**src/rtl/inverter_pkg.sv**
```systemverilog
// Shared definitions for the inverter gate-drive slice: default widths and
// the one-hot state encoding used by the half-bridge dead-time FSM.
package inverter_pkg;

    localparam int DT_W_DEFAULT        = 8;
    localparam int SYNC_STAGES_DEFAULT = 2;

    // Bit positions of the one-hot states, so outputs decode straight from a flop.
    localparam int ST_DT_TO_HI_BIT = 1;
    localparam int ST_HI_ON_BIT    = 2;
    localparam int ST_DT_TO_LO_BIT = 3;
    localparam int ST_LO_ON_BIT    = 4;
    localparam int ST_FAULT_BIT    = 5;

    typedef enum logic [5:0] {
        ST_IDLE     = 6'b000001,
        ST_DT_TO_HI = 6'b000010,
        ST_HI_ON    = 6'b000100,
        ST_DT_TO_LO = 6'b001000,
        ST_LO_ON    = 6'b010000,
        ST_FAULT    = 6'b100000
    } state_t;

endpackage

```
**src/rtl/sync_ff.sv**
```systemverilog
// Multi-flop synchronizer for a single asynchronous level input.
// STAGES must be at least 2; the chain clears on reset.
module sync_ff #(
    parameter int STAGES = 2
) (
    input  logic clk,
    input  logic reset,
    input  logic d,
    output logic q
);

    logic [STAGES-1:0] chain;

    // Shift the asynchronous input through the chain to settle metastability.
    always_ff @(posedge clk or posedge reset) begin
        if (reset) begin
            chain <= '0;
        end else begin
            chain <= {chain[STAGES-2:0], d};
        end
    end

    assign q = chain[STAGES-1];

endmodule

```
**src/rtl/gate_deadtime_driver.sv**
```systemverilog
// Half-bridge gate driver: turns one PWM bit into complementary high/low
// gate commands with a programmable both-off interval of dead_time+1 cycles
// at every commutation. A synchronized fault latches both gates off until
// acknowledged; enable=0 drops both gates on the next edge.
module gate_deadtime_driver
    import inverter_pkg::*;
#(
    parameter int DT_W        = DT_W_DEFAULT,
    parameter int SYNC_STAGES = SYNC_STAGES_DEFAULT
) (
    input  logic            clk,
    input  logic            reset,
    input  logic            enable,
    input  logic            pwm_in,
    input  logic [DT_W-1:0] dead_time,
    input  logic            fault,
    input  logic            fault_clr,
    output logic            gate_hi,
    output logic            gate_lo,
    output logic            fault_latched,
    output logic            dt_active
);

    state_t          state, state_nxt;
    logic [DT_W-1:0] cnt, cnt_nxt;
    logic            fault_s;

    sync_ff #(
        .STAGES(SYNC_STAGES)
    ) u_fault_sync (
        .clk  (clk),
        .reset(reset),
        .d    (fault),
        .q    (fault_s)
    );

    // State and dead-time counter; async reset forces both gates off immediately.
    always_ff @(posedge clk or posedge reset) begin
        if (reset) begin
            state <= ST_IDLE;
            cnt   <= '0;
        end else begin
            state <= state_nxt;
            cnt   <= cnt_nxt;
        end
    end

    // Next state: fault first, then enable, then commutation with dead time.
    always_comb begin
        state_nxt = state;
        cnt_nxt   = cnt;
        if (fault_s) begin
            state_nxt = ST_FAULT;
        end else if (state == ST_FAULT) begin
            if (fault_clr) begin
                state_nxt = ST_IDLE;
            end
        end else if (!enable) begin
            state_nxt = ST_IDLE;
        end else begin
            case (state)
                ST_IDLE: begin
                    state_nxt = pwm_in ? ST_DT_TO_HI : ST_DT_TO_LO;
                    cnt_nxt   = dead_time;
                end
                ST_HI_ON: begin
                    if (!pwm_in) begin
                        state_nxt = ST_DT_TO_LO;
                        cnt_nxt   = dead_time;
                    end
                end
                ST_LO_ON: begin
                    if (pwm_in) begin
                        state_nxt = ST_DT_TO_HI;
                        cnt_nxt   = dead_time;
                    end
                end
                ST_DT_TO_HI: begin
                    // A reversal retargets without reloading: both gates are already off.
                    if (!pwm_in) begin
                        state_nxt = ST_DT_TO_LO;
                    end else if (cnt == '0) begin
                        state_nxt = ST_HI_ON;
                    end
                    if (cnt != '0) begin
                        cnt_nxt = cnt - 1'b1;
                    end
                end
                ST_DT_TO_LO: begin
                    if (pwm_in) begin
                        state_nxt = ST_DT_TO_HI;
                    end else if (cnt == '0) begin
                        state_nxt = ST_LO_ON;
                    end
                    if (cnt != '0) begin
                        cnt_nxt = cnt - 1'b1;
                    end
                end
                default: begin
                    state_nxt = ST_IDLE;
                end
            endcase
        end
    end

    assign gate_hi       = state[ST_HI_ON_BIT];
    assign gate_lo       = state[ST_LO_ON_BIT];
    assign fault_latched = state[ST_FAULT_BIT];
    assign dt_active     = state[ST_DT_TO_HI_BIT] | state[ST_DT_TO_LO_BIT];

endmodule

```
**config.mk**
```make
export PLATFORM = sky130hd
export DESIGN_NAME = gate_deadtime_driver
export DESIGN_NICKNAME = d
export VERILOG_FILES = /design/src/rtl/inverter_pkg.sv /design/src/rtl/sync_ff.sv /design/src/rtl/gate_deadtime_driver.sv
export SDC_FILE = /design/constraint.sdc
export NUM_CORES = 1
export LEC_CHECK = 0
export CORE_ASPECT_RATIO = 0.8
export CORE_UTILIZATION = 30
export CTS_BUF_LIST = sky130_fd_sc_hd__clkbuf_2
export CTS_CLUSTER_SIZE = 40
export DETAILED_ROUTE_END_ITERATION = 12
export HOLD_SLACK_MARGIN = 0.06
export PLACE_DENSITY = 0.55
export SLEW_MARGIN = 20
export SYNTH_ARGS = -nofsm -noshare
export SYNTH_HDL_FRONTEND = slang
export SYNTH_HIERARCHICAL = 1
export SYNTH_SLANG_ARGS = --single-unit
```
**constraint.sdc**
```tcl
create_clock -name clk -period 3.85 [get_ports clk]
set_input_delay 0.385 -clock clk [delete_from_list [all_inputs] [get_ports clk]]
set_output_delay 0.385 -clock clk [all_outputs]
set_load 0.005 [all_outputs]
```
==> results of run 1 <==
-- worst min-delay path by stage --
stage | cells past startpoint | from | slack (ps) | end
3_5_place_dp | 0 | u_fault_sync/chain[0] | 350 | u_fault_sync/chain[1]
4_1_cts | 2 | reset | 240 | u_fault_sync/chain[0]
2_1_floorplan | 1 | reset | 130 | u_fault_sync/chain[0]
6_report | 2 | reset | 260 | u_fault_sync/chain[0]
5_1_grt | 2 | reset | 240 | u_fault_sync/chain[1]
3_3_place_gp | 0 | u_fault_sync/chain[0] | 340 | u_fault_sync/chain[1]
-- metal layers --
metal,vias up,global-route usage,wire (um)
met5,-,0,0
met3,4,0.0424,72
met2,16,0.207,1190
li1,528,-,-
met4,0,0.0371,25
met1,493,0.216,1420
-- sequential cells by signal (all words and copies together) (netlist names) --
| name | count |
|---|---|
| u_fault_sync/chain | 2 |
| state | 6 |
| cnt | 8 |
-- synth_stat cells, types with 2 or more instances --
library cell  number
nand3b_1           2
nor2_1             9
o22a_1             2
o211ai_1           3
or4_1              2
a21oi_1            7
o2bb2ai_1          3
o41ai_1            3
or3_1              2
nor3b_1            3
inv_1              8
buf_6              2
clkbuf_1           5
nand4_1            4
ha_1               2
nand2_1           11
o21ai_0            6
dfrtp_1           15
nand3_1            8
nor2b_1            3
nor3_1             6
-- stage by stage --
stage | power (W) | instances | instance area (um2) | worst slack, ps
global placement | 0.000347 | 183 | 1320 | 1400
detailed placement | 0.000351 | 183 | 1320 | 1440
CTS | 0.000434 | 187 | 1340 | 1410
global route | 0.000461 | 187 | 1340 | 1170
finish | 0.000433 | 187 | 1340 | 1380
floorplan | 0.000307 | 132 | 1140 | 1740
-- worst max-delay path: stages (launching register included) --
cell	delay, ps
dfrtp_1	530
or3_4	410
nor3_1	800
nand2_1	80
and3b_1	280
o22a_2	240
-- kinds of logic (layout without fill, tap and decap cells) --
kind of cell	after synthesis	count (layout)
AND/OR/NAND/NOR	59	59
AO/OA/AOI/OAI	34	34
buffers and inverters	17	30
flip-flops	16	16
adder cells (fa/ha/maj)	2	2
XOR/XNOR	2	2
multiplexers	2	2
-- area by class of cell --
type	count	area, um2
fillers	352	2200
multi-input cells	99	656
flip-flops and latches	16	402
repair buffers	18	178
well taps	42	52.6
inverters	8	30.0
clock buffers	4	20.0
-- where the power goes --
group	internal (W)	total, W	switching (W)
registers	0.000196	0.000233	0.0000373
logic	0.0000591	0.000116	0.0000569
clock network	0.0000275	0.0000843	0.0000568
==> results_dict.tcl, run 1 <==
set metrics [dict create \
    status "completed" \
    setup_viol 0 \
    port_buffers 17 \
    antenna_found_initial 0 \
    r2r_setup_slack_ps 1380 \
    die_h_um 57.2 \
    max_freq_mhz 405 \
    cts_tree "yes" \
    r2r-end "cnt[5]" \
    cts.sinks 16 \
    synth.top_cell.area_share 0.329 \
    ioPinCount 18 \
    crit_type "flop to flop" \
    reg2reg_depth 5 \
    vias 1041 \
    crit_end "cnt[5]" \
    setup_tns_ps 0 \
    p_leak_nw 0.516 \
    initialDrtViolationCount 131 \
    synth.area.top_cells "dfrtp_1, nand2_1, nand3_1, a21oi_1, nor2_1" \
    grt_pass1_vias 981 \
    routabilityCongestion 0.797 \
    synth_area_per_cell_um2 8.64 \
    finalHoldViolations 0 \
    grt_max_degree 15 \
    worstPathRequired_ps 4030 \
    yosysTopAreaCell "dfrtp_1" \
    grt_remaining_overflow 0 \
    synth_top_family_by_area "simple AND/OR/NAND/NOR gates" \
    hpwlAfterDp_um 2040 \
    wl_per_cell_um 14.5 \
    maxCapViolCount 0 \
    cts.path.max_buffers 2 \
    synth-seq-area-share 0.352 \
    grt_usage 0.146 \
    synth.area.mux_share 0.0186 \
    whs_ps 263 \
    cellPowerDensity_nw_per_um2 324 \
    endpoint_kind "flop" \
    min_period_ps 2470 \
    finalCritPeriodShare 0.642 \
    drc_errors 0 \
    synth_cell_types 47 \
    clk_pin_slew_ps 190 \
    r2r_start "state[4]" \
    die-area_um2 4060 \
    wl_um 2710 \
    ys_async_sr_fraction 1.00 \
    rsz0062_at_grt "no" \
    syn_nets 148 \
    worstMarginPinSlew_ps 994 \
    htreeDepth 1 \
    yosys_warnings 6 \
    nets 162 \
    ant_nets 0 \
    synth-simple-area-share 0.306 \
    dr.pass1.iters 4 \
    synth_edf_count 0 \
    synthAdderAreaFrac 0.0219 \
    relSlewSlack 0.332 \
    cp-start-kind "flop" \
    synthFlopType "dfrtp_1" \
    cts_root_buf "clkbuf_2" \
    postLayoutCoreUtil 0.378 \
    ys_seq_elements 16 \
    insertion_delay_ps 310 \
    grt_pass1_wl_um 4640 \
    syn_area_um2 1140 \
    cts.hold.buffers_added 0 \
    crit_start "state[4]" \
    final_common_cell "clkdlybuf4s50_1" \
    hp-class "input port to asynchronous set/reset pin" \
    cts_buffers 3 \
    dieWidth_um 71.0 \
    cts_resized 0 \
    start_util 0.322 \
    drive_gt1_frac 0.0897 \
    clock_skew_ps 34.7 \
    postCtsSetupBuffers 0 \
    syn_to_final_growth_pct 17.2 \
    worst-path-max-fanout 11 \
    synth_compound_area_frac 0.213 \
    drv_slew 0 \
    vdd_drop_max_mv 0.166 \
    synth_xor_area_frac 0.0154 \
    synthesis.instances 132 \
    viasPerCell 5.57 \
    core-area_um2 3540 \
    placementRows 19 \
    layout_common_cells "clkdlybuf4s50_1, dfrtp_1, nand2_1, nor2_1" \
    num_antenna_cells 0 \
    crit_arrival_ps 2660 \
]
Note: power is estimated with default switching activity, not from simulation.
==> run 2, diff against run 1 <==
==> constraint.sdc (replaced) <==
create_clock -name clk -period 2.6 [get_ports clk]
set_input_delay 0.26 -clock clk [delete_from_list [all_inputs] [get_ports clk]]
set_output_delay 0.26 -clock clk [all_outputs]
set_load 0.005 [all_outputs]
==> run 2 against run 1 <==
Net effect:
- critical path depth unchanged
- wire length down 1.3%
- flip-flop and latch count did not move
==> results_dict.tcl, run 2 (synthesized netlist as in run 1, its figures left out) <==
set metrics [dict create \
    postCtsSetupBuffers 0 \
    grt_max_degree 15 \
    whs_ps 109 \
    insertion_delay_ps 310 \
    p_leak_nw 0.524 \
    wl_per_cell_um 14.1 \
    die_h_um 57.2 \
    final_common_cell "clkdlybuf4s50_1" \
    min_period_ps 2270 \
    p_int_w 0.000411 \
    dieWidth_um 71.0 \
    cts.hold.buffers_added 0 \
    dr.pass1.iters 4 \
    finalHoldViolations 0 \
    worst-path-max-fanout 10 \
    routabilityCongestion 0.878 \
    wl_um 2670 \
    setup_tns_ps 0 \
    clock_skew_ps 17.0 \
    hp-class "input port to asynchronous set/reset pin" \
    setup_viol 0 \
    cts.path.max_buffers 2 \
    hpwlAfterDp_um 1970 \
    syn_to_final_growth_pct 18.4 \
    placementRows 19 \
    p_seq_frac 0.542 \
    vias 1031 \
    largest_register_ffs 8 \
    die-area_um2 4060 \
    switching_share 0.350 \
    grt_remaining_overflow 0 \
    worstMarginPinSlew_ps 581 \
    cts_tree "yes" \
    grt_pass1_wl_um 4400 \
    drc_errors 0 \
    cts_buffers 3 \
    cp-start-kind "flop" \
    ant_nets 0 \
    viasPerCell 5.46 \
    nets 164 \
    maxCapViolCount 0 \
    antenna_found_initial 0 \
    start_util 0.322 \
    clk_pin_slew_ps 180 \
    rsz0062_at_grt "no" \
    crit_arrival_ps 2520 \
    crit_type "flop to flop" \
    max_freq_mhz 440 \
    grt_usage 0.138 \
    port_buffers 17 \
    htreeDepth 1 \
    worstPathRequired_ps 2850 \
    path_buf_inv 0 \
    power.clock.fraction 0.190 \
    layout_common_cells "clkdlybuf4s50_1, dfrtp_1, nand2_1, nor2_1" \
    drv_slew 0 \
    cpPeakStageDelay_ps 520 \
    cellPowerDensity_nw_per_um2 467 \
    relSlewSlack 0.613 \
    cts_resized 0 \
    r2r_setup_slack_ps 330 \
    crit_slowest_cell "dfrtp_1" \
    nFillCells 369 \
    vdd_drop_max_mv 0.255 \
    cts_root_buf "clkbuf_2" \
    path_cells "or3_4, or3_1, or4_1, nand3_1, o22a_2" \
    power_w 0.000632 \
    status "completed" \
    grt_pass1_vias 947 \
    largestRegisters "cnt: 8 flops, state: 6 flops, u_fault_sync/chain: 2 flops" \
    core-area_um2 3540 \
    finalCritPeriodShare 0.875 \
    endpoint_kind "flop" \
    cts.sinks 16 \
    largest_register "cnt" \
    crit_family "simple AND/OR/NAND/NOR gates" \
    pwr-share-comb 0.268 \
    initialDrtViolationCount 75 \
    ioPinCount 18 \
    p_sw_w 0.000221 \
    drive_gt1_frac 0.0952 \
    num_antenna_cells 0 \
]
-- run 2: cell types whose count changed in the layout (fill, tap and decap cells not counted) --
cell      change
buf_4         +2
clkbuf_2      -1
clkinv_1      +1
-- run 2: layer usage --
| metal | track usage | wire length, um | vias to the layer above | share of wire |
|---|---|---|---|---|
| met5 | 0 | 0 | - | 0 |
| met2 | 0.199 | 1080 | 27 | 0.40 |
| li1 | - | - | 520 | - |
| met1 | 0.212 | 1420 | 482 | 0.53 |
| met4 | 0.0171 | 19 | 0 | 0.0071 |
| met3 | 0.0336 | 152 | 2 | 0.057 |
-- run 2: metrics by stage --
stage	setup slack, ps	cells	instance area [um2]	util
2_1_floorplan	489	132	1140	-
3_3_place_gp	387	185	1330	0.376
3_5_place_dp	387	185	1330	0.376
4_1_cts	332	189	1350	0.381
5_1_grt	236	189	1350	0.381
6_report	326	189	1350	0.381
-- run 2: final timing paths --
kind,start,to,depth (start not counted)
max,state[2],cnt[5],5
min,reset,u_fault_sync/chain[1],2
max reg2reg,state[2],cnt[5],5
min reg2reg,u_fault_sync/chain[0],u_fault_sync/chain[1],0
max in group asynchronous,reset,state[0],2
min in group clk,u_fault_sync/chain[0],u_fault_sync/chain[1],0
-- run 2: power by group through the flow --
stage / combinational (W) / sequential, W / clock (W)
final: 0.000170 / 0.000342 / 0.000120
after global placement: 0.000170 / 0.000345 / 0
after global routing: 0.000190 / 0.000350 / 0.000137
after detailed placement: 0.000170 / 0.000346 / 0
after CTS: 0.000171 / 0.000341 / 0.000127
after floorplan: 0.000125 / 0.000330 / 0
-- run 2: layout make-up --
class,instances,area (um2),share of cell area
Clock buffer,3,15.0,0.0111
Clock inverter,1,3.75,0.00278
Inverter,8,30.0,0.0222
Multi-Input combinational cell,99,656,0.485
Sequential cell,16,402,0.297
Tap cell,42,52.6,0.0389
Timing Repair Buffer,20,193,0.143
